==> src/rtl/bcd_updown_counter.sv <==
// bcd_updown_counter: cascaded modulo-N up/down digit counter with load, wrap/saturate and terminal count
module bcd_updown_counter #(
  parameter int DIGITS = 2,
  parameter int MODULUS = 10,
  parameter int WRAP = 1
) (
  input  logic                  clk,
  input  logic                  clear,
  input  logic                  en,
  input  logic                  up,
  input  logic                  load,
  input  logic [4*DIGITS-1:0]   load_val,
  output logic [4*DIGITS-1:0]   count,
  output logic                  tc,
  output logic                  wrapped
);
  localparam logic [3:0] MAX = 4'(MODULUS - 1);
  // chain[i]: every digit below i sits at the rollover value for the current direction
  logic [DIGITS:0] chain;
  logic [4*DIGITS-1:0] nxt, clamped;
  logic term, hold;
  assign chain[0] = 1'b1;
  for (genvar g = 0; g < DIGITS; g++) begin : g_digit
    logic [3:0] d, l;
    assign d = count[4*g +: 4];
    assign l = load_val[4*g +: 4];
    assign chain[g+1] = chain[g] & (up ? d == MAX : d == 4'd0);
    assign nxt[4*g +: 4] = !chain[g] ? d :
                           up ? (d == MAX ? 4'd0 : d + 4'd1) :
                                (d == 4'd0 ? MAX : d - 4'd1);
    assign clamped[4*g +: 4] = l > MAX ? MAX : l;
  end
  assign term = chain[DIGITS];
  assign hold = term && WRAP == 0;
  assign tc = en & ~load & term;
  always_ff @(posedge clk or negedge clear) begin
    if (!clear) begin
      count   <= '0;
      wrapped <= 1'b0;
    end else if (load) begin
      count   <= clamped;
      wrapped <= 1'b0;
    end else if (en && !hold) begin
      count   <= nxt;
      wrapped <= term;
    end else begin
      wrapped <= 1'b0;
    end
  end
endmodule
==> config.mk <==
export PLATFORM = sky130hd
export DESIGN_NAME = bcd_updown_counter
export DESIGN_NICKNAME = d
export VERILOG_FILES = /design/src/rtl/bcd_updown_counter.sv
export SDC_FILE = /design/constraint.sdc
export NUM_CORES = 1
export LEC_CHECK = 0
export ABC_AREA = 1
export CAP_MARGIN = 40
export CORE_UTILIZATION = 46
export DETAILED_ROUTE_END_ITERATION = 16
export PLACE_DENSITY = 0.87
export REMOVE_ABC_BUFFERS = 1
export SYNTH_ARGS = -nofsm -noshare
export SYNTH_HDL_FRONTEND = slang
export SYNTH_SLANG_ARGS = --single-unit
==> constraint.sdc <==
create_clock -name clk -period 1.3 [get_ports clk]
set_input_delay 0.26 -clock clk [delete_from_list [all_inputs] [get_ports clk]]
set_output_delay 0.26 -clock clk [all_outputs]
set_load 0.005 [all_outputs]
==> results of run 1 <==
-- through the flow --
stage | worst slack, ps | hold WS, ps | cells | cell area (sq um)
3_5_place_dp | -686 | 585 | 199 | 1240
2_1_floorplan | -1.86 | -35.6 | 129 | 762
4_1_cts | -369 | 296 | 218 | 1420
3_3_place_gp | -663 | 571 | 199 | 1240
-- cell families after synthesis --
family,Yosys count
buffers and inverters,19
DFF,9
AOI/OAI and AO/OA,16
and+or+nand+nor,88
-- what timing repair did --
item,in CTS
setup endpoints to repair,12
hold buffers,0
pin swaps,8
setup buffers,15
gates resized for setup,35
==> results.toml, run 1 <==
[synthesis]
synthSimpleGateAreaFrac = 0.492
yosysMostFrequentCell = "nand2_1"
postSynth.asyncResetShare = 1.00
synth_cell_type_count = 19
synth.mux.area_fraction = 0
synthTopCellsByArea = "dfrtp_1, nand2_1, nand3_1, inv_1, nor2_1"
synth_top_family_by_area = "simple AND/OR/NAND/NOR gates"
synth_area_sq_um = 783
ys_ff_latch = 9
synth_cells = 132
synth_seq_area_share = 0.288
syn_avg_cell_area_sq_um = 5.93
synth_warnings = 0
synth_area_leader_cell = "dfrtp_1"
synth-main-ff-cell = "dfrtp_1"
synth_compound_area_frac = 0.117
synth_fa_ha_area_frac = 0
synth_top_cell_area_share = 0.288
yosys-top-cells-count = "nand2_1, nand3_1, inv_1"
synth-edff-count = 0
synthXorXnorAreaFrac = 0

[die]
io_pins = 23
die_height_microns = 43.3
start_util = 0.508
rows = 14
die_w_microns = 43.3

[placement]
hpwl_mm = 2.03
port_buffers = 22
gp_congestion = 0.887

[status]
outcome = "aborted with a tool error"
tool.error = "[ERROR DPL-0038] Utilization greater than 100%, impossible to legalize"
stop_stage = "5_1_grt"

[grt]
grt_max_degree = 11

[timing]
endpoint_type = "top-level output"
worst_endpoint = "tc"

[clock_network]
cts-root-buf = "clkbuf_4"
cts_sinks = 9
htree_levels = 1
cts_buffer_depth = 2
cts_made_buffers = 3
==> run 2: changes to the inputs <==
- CORE_AREA: unset -> 2 2 63 65
- CORE_UTILIZATION: 46 -> unset
- DIE_AREA: unset -> 0 0 65 67
- PLACE_DENSITY: 0.87 -> unset
- PLACE_DENSITY_LB_ADDON: unset -> 0.15
==> run 2 against run 1 <==
  * The flow now finishes, with violations (negative setup slack)
  * Synthesized area unchanged
  * Synthesized cell count unchanged
==> results.toml, run 2 <==
[setup_path]
r2r_slack_ps = -200
cp.buffers_inverters = 1
r2r_end = "count[1]"
crit_type = "reg -> out"
cp_top_family = "simple AND/OR/NAND/NOR gates"
start_kind = "flop"
cp.required_ps = 1040
worstRegToRegCells = 11
cp_slowest_cell = "dfrtp_2"
cpPeakStageDelay_ps = 430
crit_arrival_ps = 1330
cp_common_cell = "nand2_2"
crit_path_max_fanout = 4
reg2reg_from = "count[2]"
path_cells = "nor2_2 -> nand2_1 -> nand2_2 -> nand2_2 -> nor2_4 -> and2_4 -> buf_6"
cp-end-kind = "primary output"

[grt]
grt_overflow = 0
grt_pass1_wl_mm = 4.45
grt_pass1_vias = 1020
antenna_found_initial = 0
grt.total_usage = 0.132
grt_max_degree = 11

[pwr]
p_sw_frac = 0.340
p_int_mw = 0.939
power_frac_comb = 0.518
vdd_drop_max_uv = 344
pwr_density_cell_nw_per_um2 = 930
p_switching_mw = 0.484
seq_power_share = 0.250
leakagePower_nw = 0.803
clkPwrFrac = 0.231

[drt]
via_per_inst = 4.27
antenna_left = 0
drtIter0Drc = 23
drc = 0
drt_pass1_iterations = 4
wirelength_mm = 2.60
wl_per_cell_microns = 10.5
vias = 1058

[timing]
final.min_clock_period_ps = 1590
finalSetupViolCount = 7
worst_pin_slew_ps = 402
period_share = 1.23
drv_slew = 0
rsz0062_at_grt = "yes"
hold_viol = 0
relSlewSlack = 0.731
fmax_mhz = 628
worst_slack_ps = -293
fin_skew_ps = 0.844

[synthesis]
synthTopCellsByArea = "dfrtp_1, nand2_1, nand3_1, inv_1, nor2_1"
yosysMostFrequentCell = "nand2_1"
synth.mux.area_fraction = 0
synth-main-ff-cell = "dfrtp_1"
synth-edff-count = 0
synth_top_cell_area_share = 0.288
syn_avg_cell_area_sq_um = 5.93
synth_compound_area_frac = 0.117
synth_seq_area_share = 0.288
synth_top_family_by_area = "simple AND/OR/NAND/NOR gates"
ys_ff_latch = 9
synth_area_sq_um = 783
synth_area_leader_cell = "dfrtp_1"
synth_cell_type_count = 19
synthSimpleGateAreaFrac = 0.492
postSynth.asyncResetShare = 1.00
synth_fa_ha_area_frac = 0
yosys-top-cells-count = "nand2_1, nand3_1, inv_1"
synth_cells = 132
synthXorXnorAreaFrac = 0
synth_warnings = 0

[layout]
final_cell_mix = "nand2_1, buf_4, nand3_1, clkdlybuf4s50_1, buf_6"
drive_gt1_frac = 0.435
largest_reg_flops = 8
syn_to_final_growth_pct = 95.4
stdcell_area_sq_um = 1530
layout_commonest_cell = "nand2_1"
regMostFlops = "count"
reg_top3 = "count x8, wrapped x1"
diodes = 0
nNetsFinal = 214

[die]
io_pins = 23
die_area_sq_um = 4360
die_w_microns = 65
core-area_sq_um = 3610
rows = 22
start_util = 0.217
die_height_microns = 67

[clock_network]
cts_tree = "yes"
htree_levels = 1
ctsHoldBuffers = 0
cts_made_buffers = 3
cts_sinks = 9
cts_buffer_depth = 2
clock_latency_ps = 230
path_clk_slew_ps = 50
cts-root-buf = "clkbuf_8"

[run]
maxCapViolations = 0

[placement]
pre_cts_ws_ps = -673
gp_congestion = 0.900
port_buffers = 22
place_area_sq_um = 1260
hpwl_mm = 1.98

[min_path]
min_path_type = "in -> async"

[status]
failed_checks = "negative setup slack"
outcome = "finished, violations left"
==> run 2: cell counts after synthesis <==
Identical to the previous run, type by type.
==> run 2: cell type report <==
cell class,count,area (sq um)
Fill cell,379,2080
Tap cell,48,60.1
Clock buffer,4,45.0
Sequential cell,9,228
Timing Repair Buffer,67,584
Inverter,16,62.6
Multi-Input combinational cell,104,551
==> run 2: how the worst max path moves through the flow <==
stage | startpoint | end | slack (ps) | cells past startpoint
5_1_grt | count[3] | tc | -350 | 7
2_1_floorplan | count[2] | tc | -2 | 6
3_3_place_gp | up | tc | -660 | 7
3_5_place_dp | up | tc | -670 | 6
4_1_cts | count[0] | tc | -320 | 8
6_report | count[3] | tc | -290 | 7
==> run 2: worst register-to-register path, delay by kind of cell, from the launching register on <==
kind	cells	cell delay (ps)
AO/OA/AOI/OAI	1	50
AND/OR/NAND/NOR	4	270
buffers and inverters	6	630
flip-flops	1	440
==> run 2: cells by family after synthesis <==
kind of cell	count (synthesis)
and+or+nand+nor	88
buffers and inverters	19
AOI/OAI and AO/OA	16
DFF	9
==> run 2: stage by stage <==
step / hold slack (ps) / TNS (ps) / power (mW) / utilization / std cells
after floorplan: -35.6 / -1.86 / 0.594 / - / 129
after global routing: 368 / -1900 / 1.53 / 0.424 / 248
final: 323 / -1260 / 1.42 / 0.424 / 248
after detailed placement: 584 / -1890 / 0.913 / 0.349 / 228
after global placement: 578 / -1900 / 0.913 / 0.349 / 228
after CTS: 337 / -1140 / 1.38 / 0.409 / 246
==> run 2: power by group through the flow <==
stage | logic (mW) | clock network, mW | registers (mW)
after floorplan | 0.227 | 0 | 0.366
after global placement | 0.561 | 0 | 0.352
after detailed placement | 0.560 | 0 | 0.353
after CTS | 0.686 | 0.338 | 0.355
after global routing | 0.819 | 0.353 | 0.361
final | 0.737 | 0.329 | 0.356
==> run 2: timing repair <==
action | 4_1_cts | 5_1_grt
setup buffers | 15 | 6
pin swaps | 6 | 10
endpoints found under the setup margin | 10 | 14
gates resized for setup | 44 | 25
endpoints found under the hold margin | 0 | 0
==> run 2: layer usage <==
metal,up-vias,global-route usage,share of wire
met3,4,0.0118,0.020
met5,-,0,0
met2,13,0.229,0.51
met1,481,0.164,0.45
met4,0,0.0638,0.018
li1,560,-,-
Power figures use the tool's default switching activity.
==> run 3: changes to the inputs <==
- CAP_MARGIN: 40 -> unset
==> results of run 3 <==
Final layout, timing and power as in run 2 (identical DEF).
==> run 4: changes to the inputs <==
- GPL_TIMING_DRIVEN: unset -> 0
- HOLD_SLACK_MARGIN: unset -> 0.15
- PLACE_DENSITY: unset -> 0.5
- PLACE_DENSITY_LB_ADDON: 0.15 -> unset
==> run 4 against run 3 <==
  * The run still ends with negative setup slack left
  * Non-clock buffer count fell by 16
  * Critical endpoint unchanged
  * Largest power group unchanged
  * Routed wire length is 1.3% lower
  * Maximum frequency decreased by 7.8%
==> results.toml, run 4 (synthesis gave the netlist of run 2 again) <==
[timing]
worst_slack_ps = -427
final.min_clock_period_ps = 1730
fin_skew_ps = 1.57
worst_pin_slew_ps = 430
rsz0062_at_grt = "yes"
period_share = 1.33
drv_slew = 0
hold_viol = 0
relSlewSlack = 0.713
fin_tns_setup_ps = -885
fmax_mhz = 579
finalSetupViolCount = 10

[layout]
diodes = 0
final_core_util = 0.392
final_cell_mix = "nand2_1, buf_4, nand3_1, buf_6"
layout_commonest_cell = "nand2_1"
reg_top3 = "count x8, wrapped x1"
syn_to_final_growth_pct = 80.4
largest_reg_flops = 8
drive_gt1_frac = 0.380
nNetsFinal = 198
regMostFlops = "count"

[die]
start_util = 0.217
io_pins = 23
die_area_sq_um = 4360
rows = 22
die_w_microns = 65
core-area_sq_um = 3610
die_height_microns = 67

[setup_path]
crit_arrival_ps = 1470
cp_slowest_cell = "dfrtp_2"
crit_path_max_fanout = 4
crit_type = "reg -> out"
start_kind = "flop"
path_cells = "buf_6 -> nor2_4 -> nand2_2 -> nand2_2 -> nand2_4 -> nor2_4 -> and2_4 -> buf_6"
cp-end-kind = "primary output"
cpPeakStageDelay_ps = 430
cp_top_family = "simple AND/OR/NAND/NOR gates"
cp.required_ps = 1040
cp.buffers_inverters = 2

[drt]
drt_pass1_iterations = 4
vias = 1007
wirelength_mm = 2.56
antenna_left = 0
via_per_inst = 4.34
drtIter0Drc = 34
wl_per_cell_microns = 11.0
drc = 0

[grt]
grt_overflow = 0
grt_pass1_vias = 1004
antenna_found_initial = 0
grt_max_degree = 12
grt.total_usage = 0.126
grt_pass1_wl_mm = 4.33

[pwr]
pwr_density_cell_nw_per_um2 = 957
leakagePower_nw = 0.746
power.total_mw = 1.35
vdd_drop_max_uv = 621

[placement]
gp_congestion = 0.820
pre_cts_ws_ps = -1110
port_buffers = 22
hpwl_mm = 1.67

[status]
outcome = "finished, violations left"
failed_checks = "negative setup slack"

[clock_network]
clock_latency_ps = 230
htree_levels = 1
cts_buffer_depth = 2
cts_tree = "yes"
path_clk_slew_ps = 50
cts_made_buffers = 3
cts-root-buf = "clkbuf_8"
cts_sinks = 9

[run]
maxCapViolations = 0

[min_path]
min_path_type = "in -> async"
[run 4: worst paths after layout]
| path | startpoint | end | slack, ps | cells after the start |
|---|---|---|---|---|
| max | count[2] | tc | -430 | 8 |
| min | clear | wrapped | 340 | 1 |
| max reg2reg | count[2] | count[3] | -120 | 11 |
| min reg2reg | count[0] | count[0] | 660 | 2 |
| max in group asynchronous | clear | count[3] | 640 | 1 |
| min in group clk | load | count[7] | 590 | 3 |
[run 4: per-layer routing]
metal	up-vias	global-route usage	share of wire	wire length, microns
met5	-	0	0	0
met4	0	0.0585	0.021	54
met3	6	0.0118	0.029	74
met2	22	0.231	0.51	1300
met1	458	0.148	0.44	1130
li1	521	-	-	-
[run 4: final cells by class]
| class | instances | area [sq um] |
|---|---|---|
| well taps | 48 | 60.1 |
| repair buffers | 51 | 463 |
| inverters | 16 | 67.6 |
| flip-flops and latches | 9 | 235 |
| clock buffers | 4 | 45.0 |
| fillers | 370 | 2190 |
| multi-input cells | 104 | 542 |
[run 4: what timing repair did]
| item | in CTS | in global routing |
|---|---|---|
| pin swaps | 14 | 8 |
| hold buffers | 0 | 0 |
| setup buffers | 33 | 5 |
| setup endpoints to repair | 17 | 14 |
| gates resized for setup | 55 | 19 |
[run 4: per-stage QoR]
step / instance area [sq um] / instances / hold slack, ps
5_1_grt: 1410 / 232 / 382
3_3_place_gp: 1040 / 199 / 593
3_5_place_dp: 1040 / 199 / 589
6_report: 1410 / 232 / 338
4_1_cts: 1340 / 228 / 344
2_1_floorplan: 762 / 129 / -35.6
[run 4: power breakdown]
group          switching [mW]  internal [mW]
Sequential             0.0519          0.320
Clock                   0.111          0.214
Combinational           0.312          0.342
